File: src/rtl/tap_ir_dr.sv
// JTAG instruction register and IDCODE/BYPASS/USER data registers behind the TAP controller.
// Define TAP_USER_DR_EN to build the USER data register and its parallel update handshake.
module tap_ir_dr #(
    parameter int              IR_W         = 5,
    parameter logic [31:0]     IDCODE_VAL   = 32'h1000_0001,
    parameter int              USER_W       = 32,
    parameter logic [IR_W-1:0] INSTR_IDCODE = IR_W'('h01),
    parameter logic [IR_W-1:0] INSTR_USER   = IR_W'('h11)
) (
    input  logic              tck_i,
    input  logic              trst_i,
    input  logic              tlr_i,
    input  logic              tdi_i,
    input  logic              capture_ir_i,
    input  logic              shift_ir_i,
    input  logic              update_ir_i,
    input  logic              capture_dr_i,
    input  logic              shift_dr_i,
    input  logic              update_dr_i,
    input  logic              select_ir_i,
    input  logic [USER_W-1:0] user_cap_i,
    output logic              tdo_o,
    output logic [IR_W-1:0]   ir_o,
    output logic [USER_W-1:0] user_data_o,
    output logic              user_valid_o
);

    typedef enum logic [1:0] {SEL_BYP, SEL_ID, SEL_USER} dr_sel_t;

    logic [IR_W-1:0] ir_sr;
    logic [IR_W-1:0] ir_q;
    logic [31:0]     id_sr;
    logic            byp_q;
    dr_sel_t         dr_dec;
    dr_sel_t         dr_sel;
    logic            user_bit;
    logic            tdo_d;

    always_comb begin
        dr_dec = SEL_BYP;
        if (ir_q == INSTR_IDCODE) begin
            dr_dec = SEL_ID;
        end else if (ir_q == INSTR_USER) begin
`ifdef TAP_USER_DR_EN
            dr_dec = SEL_USER;
`else
            dr_dec = SEL_BYP;
`endif
        end
    end

    always_ff @(posedge tck_i or negedge trst_i) begin
        if (!trst_i) begin
            ir_sr <= '0;
        end else if (capture_ir_i) begin
            ir_sr <= IR_W'(2'b01);
        end else if (shift_ir_i) begin
            ir_sr <= {tdi_i, ir_sr[IR_W-1:1]};
        end
    end

    always_ff @(negedge tck_i or negedge trst_i) begin
        if (!trst_i) begin
            ir_q <= INSTR_IDCODE;
        end else if (tlr_i) begin
            ir_q <= INSTR_IDCODE;
        end else if (update_ir_i) begin
            ir_q <= ir_sr;
        end
    end

    // DR selection is frozen at Capture-DR so a later IR update cannot retarget a scan in flight
    always_ff @(posedge tck_i or negedge trst_i) begin
        if (!trst_i) begin
            dr_sel <= SEL_ID;
        end else if (capture_dr_i) begin
            dr_sel <= dr_dec;
        end
    end

    always_ff @(posedge tck_i or negedge trst_i) begin
        if (!trst_i) begin
            id_sr <= '0;
        end else if (capture_dr_i) begin
            if (dr_dec == SEL_ID) id_sr <= IDCODE_VAL | 32'd1;
        end else if (shift_dr_i && dr_sel == SEL_ID) begin
            id_sr <= {tdi_i, id_sr[31:1]};
        end
    end

    always_ff @(posedge tck_i or negedge trst_i) begin
        if (!trst_i) begin
            byp_q <= 1'b0;
        end else if (capture_dr_i) begin
            if (dr_dec == SEL_BYP) byp_q <= 1'b0;
        end else if (shift_dr_i && dr_sel == SEL_BYP) begin
            byp_q <= tdi_i;
        end
    end

`ifdef TAP_USER_DR_EN
    logic [USER_W-1:0] user_sr;

    always_ff @(posedge tck_i or negedge trst_i) begin
        if (!trst_i) begin
            user_sr <= '0;
        end else if (capture_dr_i) begin
            if (dr_dec == SEL_USER) user_sr <= user_cap_i;
        end else if (shift_dr_i && dr_sel == SEL_USER) begin
            user_sr <= {tdi_i, user_sr[USER_W-1:1]};
        end
    end

    always_ff @(negedge tck_i or negedge trst_i) begin
        if (!trst_i) begin
            user_data_o  <= '0;
            user_valid_o <= 1'b0;
        end else begin
            user_valid_o <= 1'b0;
            if (update_dr_i && dr_sel == SEL_USER) begin
                user_data_o  <= user_sr;
                user_valid_o <= 1'b1;
            end
        end
    end

    assign user_bit = user_sr[0];
`else
    logic unused_user;

    assign unused_user  = ^{user_cap_i, update_dr_i};
    assign user_bit     = 1'b0;
    assign user_data_o  = '0;
    assign user_valid_o = 1'b0;
`endif

    always_comb begin
        tdo_d = byp_q;
        if (select_ir_i) begin
            tdo_d = ir_sr[0];
        end else if (dr_sel == SEL_ID) begin
            tdo_d = id_sr[0];
        end else if (dr_sel == SEL_USER) begin
            tdo_d = user_bit;
        end
    end

    always_ff @(negedge tck_i or negedge trst_i) begin
        if (!trst_i) begin
            tdo_o <= 1'b0;
        end else begin
            tdo_o <= tdo_d;
        end
    end

    assign ir_o = ir_q;

endmodule
File: config.mk
export PLATFORM = sky130hd
export DESIGN_NAME = tap_ir_dr
export DESIGN_NICKNAME = d
export VERILOG_FILES = /design/src/rtl/tap_ir_dr.sv
export SDC_FILE = /design/constraint.sdc
export NUM_CORES = 1
export LEC_CHECK = 0
export ABC_AREA = 1
export CAP_MARGIN = 5
export CORE_ASPECT_RATIO = 0.5
export CORE_MARGIN = 4
export CORE_UTILIZATION = 51
export CTS_BUF_LIST = sky130_fd_sc_hd__clkbuf_4
export DETAILED_ROUTE_END_ITERATION = 8
export MAX_ROUTING_LAYER = met4
export PLACE_DENSITY_LB_ADDON = 0.08
export SYNTH_ARGS = -nofsm -noshare
export SYNTH_HDL_FRONTEND = slang
export SYNTH_SLANG_ARGS = --single-unit
export TNS_END_PERCENT = 1
File: constraint.sdc
create_clock -name tck_i -period 3.5 [get_ports tck_i]
set_input_delay 1.05 -clock tck_i [delete_from_list [all_inputs] [get_ports tck_i]]
set_output_delay 1.05 -clock tck_i [all_outputs]
set_load 0.1 [all_outputs]
After elaboration in Yosys (flattened, before gate mapping)
Index checks and enable logic that the tools add are counted.

$add $sub $neg: 0. Multipliers: 0. Div/mod/pow operators: 0. Order comparisons: 0. Equal/unequal tests: 6. Shift-type cells: 0. Muxes and demuxes: 14. Bitwise logic cells: 0. Reductions and logical operators: 10.

Operators by type and width (number): $mux 32 (3); $mux 5 (4); $reduce_bool 2->1 (4); $mux 1 (7); $eq 5x1->1 const B (1); $logic_not 2->1 (2); $ne 2x1->1 const B (2); $reduce_and 2->1 (2); $eq 2x1->1 const B (1); $eq 2x2->1 const B (1); $logic_and 1x1->1 (2); $eq 1x1->1 const B (1).

Register bits: 46. Latch bits: 0. Bits in writable memories: 0. Bits in read-only memories: 0. Input port bits: 43. Output and inout bits: 39. Logic and storage cells: 36. Memories: 0.

Depth between registers and ports, before layout
Word-level depth: 5. Mapped depth: 7. Depth with buffers taken out: 6.

==> impl_metrics.json <==
{
  "status": "complete, but fails checks",
  "violations": "setup timing",
  "slew_viol_final": 0,
  "wirelength_mm": 4.18,
  "cp-start-kind": "register",
  "setup_ws_ps": -404,
  "rows": 17,
  "worst-setup-path-type": "reg -> out",
  "yosys_register_bits": 45,
  "rsz0062_at_grt": "true",
  "final_layout_size_suffix_gt1_share_pct": 24.6,
  "place_area_mm2": 0.00251,
  "start_util_pct": 53.5,
  "grt_usage_pct": 15.0,
  "fin_util_pct": 58.2,
  "drt_pre_antenna_iters": 4,
  "post-dp-hpwl_mm": 2.89,
  "seq_area_frac_synth_pct": 47.2,
  "die_y_um": 56.4,
  "cp_max_fo": 2,
  "path_buf_inv": 1,
  "antenna_found_initial": 0,
  "ys_types": 23,
  "cp-startpoint": "ir_o[0]",
  "hold_class": "reg -> reg",
  "min_from": "byp_q",
  "drtAntennaViolNets": 0,
  "power_density_mw_per_mm2": 460,
  "gp_congestion": 0.783,
  "port_buffers": 15,
  "synthTopCellsByArea": "dfrtp_1 40%, nand3_2 12%, buf_4 10%",
  "final_nets": 302,
  "path_cells": "buf_12",
  "final_common_cell": "nand2_1",
  "cp.arrival_ps": 2850,
  "cts_buffers": 5,
  "area_growth_pct": 8.85,
  "diodes": 0,
  "die-area_mm2": 0.00591,
  "clk_pin_slew_worst_paths_ps": 130,
  "h-tree-depth": 2,
  "clock-sinks": 45,
  "setup_viol_count_final": 6,
  "wl_per_cell_um": 13.2,
  "hold_buffers": 0,
  "clockRootBuffer": "clkbuf_4",
  "grt_pass1_vias": 1562,
  "drt_first_iter_violations": 87,
  "p_total_mw": 1.20,
  "hold_viol_final": 0,
  "route.detailed.drc": 0,
  "layout_common_cells": "44 x nand2_1, 38 x dfrtp_1, 33 x conb_1, 31 x nand4_1, 29 x nand3_2",
  "route.vias.total": 1646,
  "die_w_um": 105,
  "vdd_drop_max_v": 0.000263,
  "final_cell_area_mm2": 0.00260,
  "ys_warn_count": 0,
  "syn_area_per_cell_um2": 9.79,
  "overflow": 0,
  "max_stage_delay_ps": 540,
  "required_ps": 2450,
  "yosys.area.top_type_share_pct": 39.8,
  "maxCapViolations": 0,
  "cts_tree": "done",
  "synth_area_leader_cell": "dfrtp_1",
  "clockBufferDepth": 2,
  "relSlewSlack_pct": 62.3,
  "tightest_slew_ps": 565,
  "p_leak_nw": 1.31,
  "fp.coreArea_mm2": 0.00447,
  "fillers": 408,
  "grt_pass1_wl_mm": 7.21,
  "timing.rr.start": "ir_o[0]",
  "post_drt_via_cell_ratio": 5.19,
  "cp_top_family": "flip-flops",
  "grt_max_degree": 36,
  "post-place-ws_ps": -250,
  "slowest_stage": "dfstp_2",
  "syn_inst": 244,
  "clock_latency_ps": 380,
  "syn_area_mm2": 0.00239,
  "ioPinCount": 82,
  "fin_skew_ps": 54.1,
  "worstSetupEndpointType": "output port"
}
where the power goes:
| part | total [mW] | internal [mW] | switching (mW) |
|---|---|---|---|
| Clock | 0.343 | 0.184 | 0.159 |
| Sequential | 0.555 | 0.537 | 0.0180 |
| Combinational | 0.299 | 0.0466 | 0.252 |
path summary, 6_finish.rpt:
| kind | slack [ps] | end | cells past startpoint |
|---|---|---|---|
| max | -400 | ir_o[0] | 1 |
| min | 490 | byp_q | 2 |
| max reg2reg | 370 | id_sr[0] | 8 |
| min reg2reg | 490 | byp_q | 2 |
| max in group asynchronous | 960 | ir_o[0] | 1 |
| min in group asynchronous | 820 | id_sr[31] | 2 |
area by class of cell:
type,count,area (µm²),area share (%)
clock inverter,4,56.3,2.16
inverter,12,45.0,1.73
clock buffer,5,37.5,1.44
tap,57,71.3,2.74
timing repair buffer,26,300,11.5
multi-input combinational,168,962,37.0
sequential,45,1130,43.4
per-stage QoR:
step | hold slack (ps) | cells | TNS [ps]
detailed placement | 462 | 309 | -1290
global route | 527 | 317 | -2170
finish | 492 | 317 | -1850
global placement | 461 | 309 | -1240
floorplan | 442 | 276 | -1500
CTS | 493 | 317 | -1930
registers in the layout, summed over array words and instances (netlist names):
| register | count |
|---|---|
| dr_sel | 1 |
| byp_q | 1 |
| id_sr | 32 |
| ir_o | 5 |
| tdo_o | 1 |
| ir_sr | 5 |
Yosys cell counts:
cell type,instances
inv_2,3
nand3_2,29
nand3_1,10
or2_1,1
or2_2,2
dfrtn_1,5
o21ai_1,5
nand3_4,2
o21ai_0,4
o22a_1,1
dfstp_2,2
inv_1,10
conb_1,1
dfrtp_1,38
nor2_1,2
nand2_1,44
nand4_1,31
a22oi_1,1
buf_4,33
o22ai_1,1
a21oi_1,2
buf_2,11
buf_6,6
logic make-up (layout without fill, tap and decap cells):
logic type,count (synthesis),after routing,synth area share [%]
AOI/OAI and AO/OA,14,14,3.25
DFF,45,45,47.2
buffers and inverters,63,47,17.5
and+or+nand+nor,121,121,31.8
other,1,33,0.157
layer usage:
metal | track usage (%) | vias to the layer above | part of all wire, % | wire length [µm]
li1 | - | 789 | - | -
met1 | 20.7 | 785 | 48 | 2010
met2 | 23.3 | 72 | 44 | 1850
met3 | 4.25 | 0 | 8.0 | 333
met4 | 1.12 | 0 | 0 | 0
met5 | - | - | 0 | 0
repair_timing:
action | CTS | global route
setup buffers | 0 | 0
setup endpoints to repair | 6 | 6
pin swaps | 0 | 0
gates resized for setup | 0 | 0
No activity file was read; power rests on OpenSTA's default activity.
